[src/rtl/cic_interp.sv]
`default_nettype none
// ============================================================================
// Module   : cic_interp
// Purpose  : N-stage CIC interpolator: combs at the input rate, zero-stuffing
//            by R, then integrators at the clock rate. Full-precision output.
// Revision : 1.0 - initial release
// ============================================================================
module cic_interp #(
   parameter int IN_W  = 16,
   parameter int N     = 3,
   parameter int R     = 8,
   parameter int M     = 1,
   // Derived width; leave at its default.
   parameter int ACC_W = IN_W + N * $clog2(R * M)
) (
   input  logic                    clk,
   input  logic                    rst,
   input  logic signed [IN_W-1:0]  d_in,
   input  logic                    in_valid,
   output logic                    in_ready,
   output logic signed [ACC_W-1:0] d_out,
   output logic                    out_valid
);

   localparam int c_PH_W  = $clog2(R);
   localparam int c_CNT_W = $clog2(N + 1);
   localparam logic [c_PH_W-1:0]  c_PH_LAST  = c_PH_W'(R - 1);
   localparam logic [c_CNT_W-1:0] c_CNT_FULL = c_CNT_W'(N);

   logic [c_PH_W-1:0]       ph_q, ph_d;
   logic [c_CNT_W-1:0]      cnt_q, cnt_d;
   logic                    primed_q, primed_d;
   logic                    out_valid_q, out_valid_d;
   logic                    w_adv;
   logic                    w_accept;
   logic signed [ACC_W-1:0] w_ext;
   logic signed [ACC_W-1:0] w_comb  [0:N];
   logic signed [ACC_W-1:0] z_q     [1:N][0:M-1];
   logic signed [ACC_W-1:0] z_d     [1:N][0:M-1];
   // integ_*[0] is the upsampler register feeding the first integrator.
   logic signed [ACC_W-1:0] integ_q [0:N];
   logic signed [ACC_W-1:0] integ_d [0:N];

   assign w_ext = {{(ACC_W - IN_W){d_in[IN_W-1]}}, d_in};

   always_comb begin
      w_adv    = (ph_q != '0) | in_valid;
      w_accept = (ph_q == '0) & in_valid;
      ph_d     = ph_q;
      cnt_d    = cnt_q;
      primed_d = primed_q;
      if (w_adv) begin
         ph_d = (ph_q == c_PH_LAST) ? '0 : ph_q + c_PH_W'(1);
         // Counter saturates at N; the (N+1)th advance sets primed.
         if (!primed_q) begin
            if (cnt_q == c_CNT_FULL) begin
               primed_d = 1'b1;
            end else begin
               cnt_d = cnt_q + c_CNT_W'(1);
            end
         end
      end
      out_valid_d = w_adv & primed_d;
   end

   always_comb begin
      w_comb[0] = w_ext;
      for (int k = 1; k <= N; k++) begin
         w_comb[k] = w_comb[k-1] - z_q[k][M-1];
      end
   end

   always_comb begin
      for (int k = 1; k <= N; k++) begin
         for (int j = 0; j < M; j++) begin
            z_d[k][j] = z_q[k][j];
         end
      end
      for (int k = 0; k <= N; k++) begin
         integ_d[k] = integ_q[k];
      end
      if (w_accept) begin
         for (int k = 1; k <= N; k++) begin
            z_d[k][0] = w_comb[k-1];
            for (int j = 1; j < M; j++) begin
               z_d[k][j] = z_q[k][j-1];
            end
         end
      end
      if (w_adv) begin
         integ_d[0] = w_accept ? w_comb[N] : '0;
         // Wrap-around is intentional; the combs cancel the integrator growth.
         for (int k = 1; k <= N; k++) begin
            integ_d[k] = integ_q[k] + integ_q[k-1];
         end
      end
   end

   always_ff @(posedge clk or negedge rst) begin
      if (!rst) begin
         ph_q        <= '0;
         cnt_q       <= '0;
         primed_q    <= 1'b0;
         out_valid_q <= 1'b0;
         for (int k = 1; k <= N; k++) begin
            for (int j = 0; j < M; j++) begin
               z_q[k][j] <= '0;
            end
         end
         for (int k = 0; k <= N; k++) begin
            integ_q[k] <= '0;
         end
      end else begin
         ph_q        <= ph_d;
         cnt_q       <= cnt_d;
         primed_q    <= primed_d;
         out_valid_q <= out_valid_d;
         for (int k = 1; k <= N; k++) begin
            for (int j = 0; j < M; j++) begin
               z_q[k][j] <= z_d[k][j];
            end
         end
         for (int k = 0; k <= N; k++) begin
            integ_q[k] <= integ_d[k];
         end
      end
   end

   assign in_ready  = (ph_q == '0);
   assign d_out     = integ_q[N];
   assign out_valid = out_valid_q;

endmodule
`default_nettype wire

[config.mk]
export PLATFORM = sky130hd
export DESIGN_NAME = cic_interp
export DESIGN_NICKNAME = d
export VERILOG_FILES = /design/src/rtl/cic_interp.sv
export SDC_FILE = /design/constraint.sdc
export NUM_CORES = 1
export LEC_CHECK = 0
export ABC_AREA = 1
export CAP_MARGIN = 20
export CORE_UTILIZATION = 40
export DETAILED_ROUTE_END_ITERATION = 12
export GPL_ROUTABILITY_DRIVEN = 0
export SYNTH_ARGS = -nofsm -noshare
export SYNTH_HDL_FRONTEND = slang
export SYNTH_SLANG_ARGS = --single-unit
export TNS_END_PERCENT = 100
[constraint.sdc]
create_clock -name clk -period 4.7 [get_ports clk]
set_clock_uncertainty 0.05 [all_clocks]
set_input_delay 0.705 -clock clk [delete_from_list [all_inputs] [get_ports clk]]
set_output_delay 0.705 -clock clk [all_outputs]
set_load 0.01 [all_outputs]
# Word-level counts from Yosys, hierarchy flattened

Cells that the tools add are included.

Register bits: 165
Output and inout bits: 27
Logic and storage cells: 34

Add/subtract/negate cells: 8
Eq/ne operators: 2
Multiplexer cells: 5
Bitwise operators: 5
Reductions and logical operators: 3

Operators by type and width:

| kind                                        | count |
|---|---|
| adder 25 bit                                | 3 |
| 2-to-1 mux 25 bit                           | 1 |
| subtractor 25 bit                           | 1 |
| subtractor 17 x 17 -> 18 bit                | 1 |
| subtractor 16 x 16 -> 17 bit                | 1 |
| adder 3 x 1 -> 3 bit, second input constant | 1 |
| equality test 3 bit, second input constant  | 1 |
| logical NOT 3 bit                           | 1 |
| 2-to-1 mux 1 bit                            | 3 |
| 2-to-1 mux 3 bit                            | 1 |
| AND reduction 3 bit                         | 1 |
| nonzero test 3 bit                          | 1 |
| adder 2 x 1 -> 2 bit, second input constant | 1 |
| bitwise AND 1 bit                           | 2 |
| equality test 2 bit, second input constant  | 1 |
| NOT 1 bit                                   | 2 |
| bitwise OR 1 bit                            | 1 |

# Longest topological paths before layout

Word-level depth: 5
Mapped depth: 31
Gate-level depth less buffers: 31

# Least setup slack after synthesis

OpenSTA, ideal clock, no wires.

Path type: input to register
From: in d_in[0]
To: reg integ_q[92] in the netlist's numbering
Arrival: 4041 ps
Required time: 4533 ps
Path slack: 491 ps
Cell stages on the path: 29
Buffers on the path: 0
Cells stage by stage: inv_1 > ha_1 > fa_1 > inv_1 > nand3_1 > nand2_1 > nand2_1 > nand2_1 > nand3_1 > nand2_1 > nand2_1 > and2_1 > ha_1 > nand2_1 > nand2_1 > o21bai_1 > a21oi_1 > nand3b_1 > and2_1 > ha_1 > nand2_1 > nor2_1 > inv_1 > nor2_1 > nand3_1 > nand3_1 > nand2_1 > nand3_1 > nand2_1

RTL lines:

| what                           | line | text |
|---|---|---|
| start: declaration             | 18   | `input logic signed [IN_W-1:0] d_in,` |
| end signal: indexed assignment | 124  | `integ_q[k] <= integ_d[k];` |
| end: declaration               | 41   | `logic signed [ACC_W-1:0] integ_q [0:N];` |

==> flow_summary.toml <==
[route]
viasPerCell = 4.95
top_layer = "met5"
drt_drc_violations_left = 0
vias = 14100
antenna_left = 0
drt_iter0_drc = 836
dr.pass1.iters = 5
wl_met2_microns = 18800
wl_met3_microns = 1290
wl_per_cell_microns = 13.7
wirelength_microns = 39300
wirelength_met1_microns = 17900

[clocking]
clk_pin_slew_worst_paths_ns = 0.07
cts_made_buffers = 17
ctsLongestPathBuffers = 2
cts_tree = "yes"
clock-root-buffer = "clkbuf_16"
clock_sinks = 158
h-tree-depth = 4
clk_latency_ns = 0.46
postCtsHoldBufs = 0

[sta]
period_share_pct = 95.1
min_period_ns = 4.47
final_hold_viol_count = 0
clock.fmax_mhz = 224
finalMaxSlewViolations = 0
relSlewSlack_pct = 48.3
timing.setup.tns_ns = 0
setup_viol = 0
tightest_slew_ns = 0.775

[synthesis]
synthesis.nets = 2432
synth_edf_count = 0
async_flop_share_pct = 100
yosysWarnings = 0
syn_avg_cell_area_sq_um = 6.33
syn_area_sq_mm = 0.0144
syn_inst = 2280
seq_area_frac_synth_pct = 27.4
ys_ff_latch = 158
ys.flop_type = "dfrtp_1"
synth_cell_type_count = 36

[job]
max-cap-violations = 0

[critical_path]
cp.arrival_ns = 4.76
cp_max_fo = 5
crit_path_end_kind = "register"
path_class = "input pin to register"
setup.worst_path.start_class = "input pin"
critPathRequiredTime_ns = 4.99
r2r_cells = 24

[global_route]
grt_pass1_wl_microns = 65700
antenna_found_initial = 1
grt_pass1_vias = 13600
grt_max_degree = 82
grtUsageTotal_pct = 22.2
gr-total-overflow = 0

[layout]
nets = 2534
instances_no_fill = 2856
mostFrequentLayoutCells = "nand2_1 (882), inv_1 (354), dfrtp_1 (158)"
diodes = 0
layout_commonest_cell = "nand2_1"
drive_gt1_share_pct = 10.1
syn2layout_area_growth_pct = 15.6
fillers = 3656
post-route-cell-area_sq_mm = 0.0167
multi_input_area_sq_mm = 0.00904
seqCellArea_sq_mm = 0.00395

[min_path]
hp-class = "input pin to asynchronous set/reset pin"

[place]
port-buffer-count = 45
post_dp_cell_area_sq_mm = 0.0158
hpwlAfterDp_microns = 30900
dp.cells = 2821

[die]
ios = 46
dieArea_sq_mm = 0.0369
num_rows = 69
start_util_pct = 40.6
core_sq_mm = 0.0356
die_h_microns = 192
die_w_microns = 192

[status]
outcome = "finished, final reports clean"
## synthesized netlist by cell type, types with 7 or more instances
cell / number / area share, %
nand4_1: 23 / 1.0
nand2_1: 894 / 23
o21ai_1: 15 / 0.52
xnor2_1: 17 / 1.0
inv_1: 354 / 9.2
nand3_1: 134 / 4.6
inv_2: 7 / 0.18
xor2_1: 24 / 1.5
a21oi_1: 98 / 3.4
nor2_1: 121 / 3.1
buf_2: 21 / 0.73
clkbuf_1: 8 / 0.21
o21bai_1: 7 / 0.36
ha_1: 127 / 11
o21ai_0: 93 / 3.2
nor2_4: 7 / 0.55
dfrtp_1: 158 / 27
nand3b_1: 26 / 1.4
buf_4: 27 / 1.4
nor2_2: 18 / 0.78
and2_1: 22 / 0.95
nor4_1: 9 / 0.39
nand2_2: 28 / 1.2
## worst max-delay path, cell delays in order
cell	delay, ns
clkdlybuf4s50_1	0.43
ha_1	0.41
nand2_1	0.11
nor2_1	0.22
nand3_1	0.16
nand3_1	0.11
nand2_1	0.06
and2_1	0.14
ha_1	0.42
nand2_2	0.14
buf_4	0.16
nor2_2	0.15
nand3_1	0.13
nand2_1	0.07
nand2_1	0.06
and2_1	0.16
ha_4	0.30
nand2_1	0.10
nor4_1	0.31
nand2_1	0.11
nand2_1	0.10
nand2_1	0.07
nand3_2	0.09
nand2_1	0.06
## area by class of cell
cell class,instances,share of cell area (%)
tap,461,3.45
inverter,361,8.12
clock buffer,17,2.55
sequential,158,23.7
clock inverter,15,1.06
timing repair buffer,139,7.01
multi-input combinational,1705,54.1
## timing repair
item / 4_1_cts / 5_1_grt
endpoints found under the setup margin: 0 / 17
resized for setup: 0 / 49
buffers inserted: 0 / 3
## worst paths after layout
check	endpoint	slack (ns)	startpoint
max in group asynchronous	integ_q[88]	3.39	rst
worst max-delay path	integ_q[99]	0.23	d_in[7]
min in group clk	cnt_q[0]	0.43	cnt_q[0]
worst min-delay path	d_out[23]	0.26	rst
worst max register to register	integ_q[99]	0.56	z_q[57]
worst min register to register	cnt_q[0]	0.43	cnt_q[0]
## state kept, by name, summed over array words and instances (netlist names)
signal / count
primed_q: 1
out_valid: 1
z_q: 51
cnt_q: 2
ph_q: 3
d_out: 25
integ_q: 75
## per-layer routing
layer / vias to the layer above / global-route usage [%]
li1: 7339 / -
met4: 2 / 8.60
met1: 6462 / 27.6
met2: 262 / 39.1
met5: - / 0
met3: 67 / 2.58
## cells by family after synthesis
kind of cell / after synthesis / share of synthesized area, %
XOR/XNOR: 42 / 2.60
buffers and inverters: 417 / 11.7
multiplexers: 1 / 0.0780
AO/OA/AOI/OAI: 224 / 8.04
AND/OR/NAND/NOR: 1305 / 38.4
adder cells (fa/ha/maj): 133 / 11.8
flip-flops: 158 / 27.4
## metrics by stage
stage               setup WS, ns  util (%)  hold WS [ns]
finish                     0.229      46.9         0.257
global route             -0.0823      46.9         0.328
CTS                       0.0984      46.2         0.290
detailed placement        -0.361      44.5         0.419
global placement          -0.250      44.5         0.413
floorplan                  0.491         -         0.359
Power is left out: the tool's default activity adds up to more than one toggle a clock period on the data nets, which glitch-free logic cannot reach.
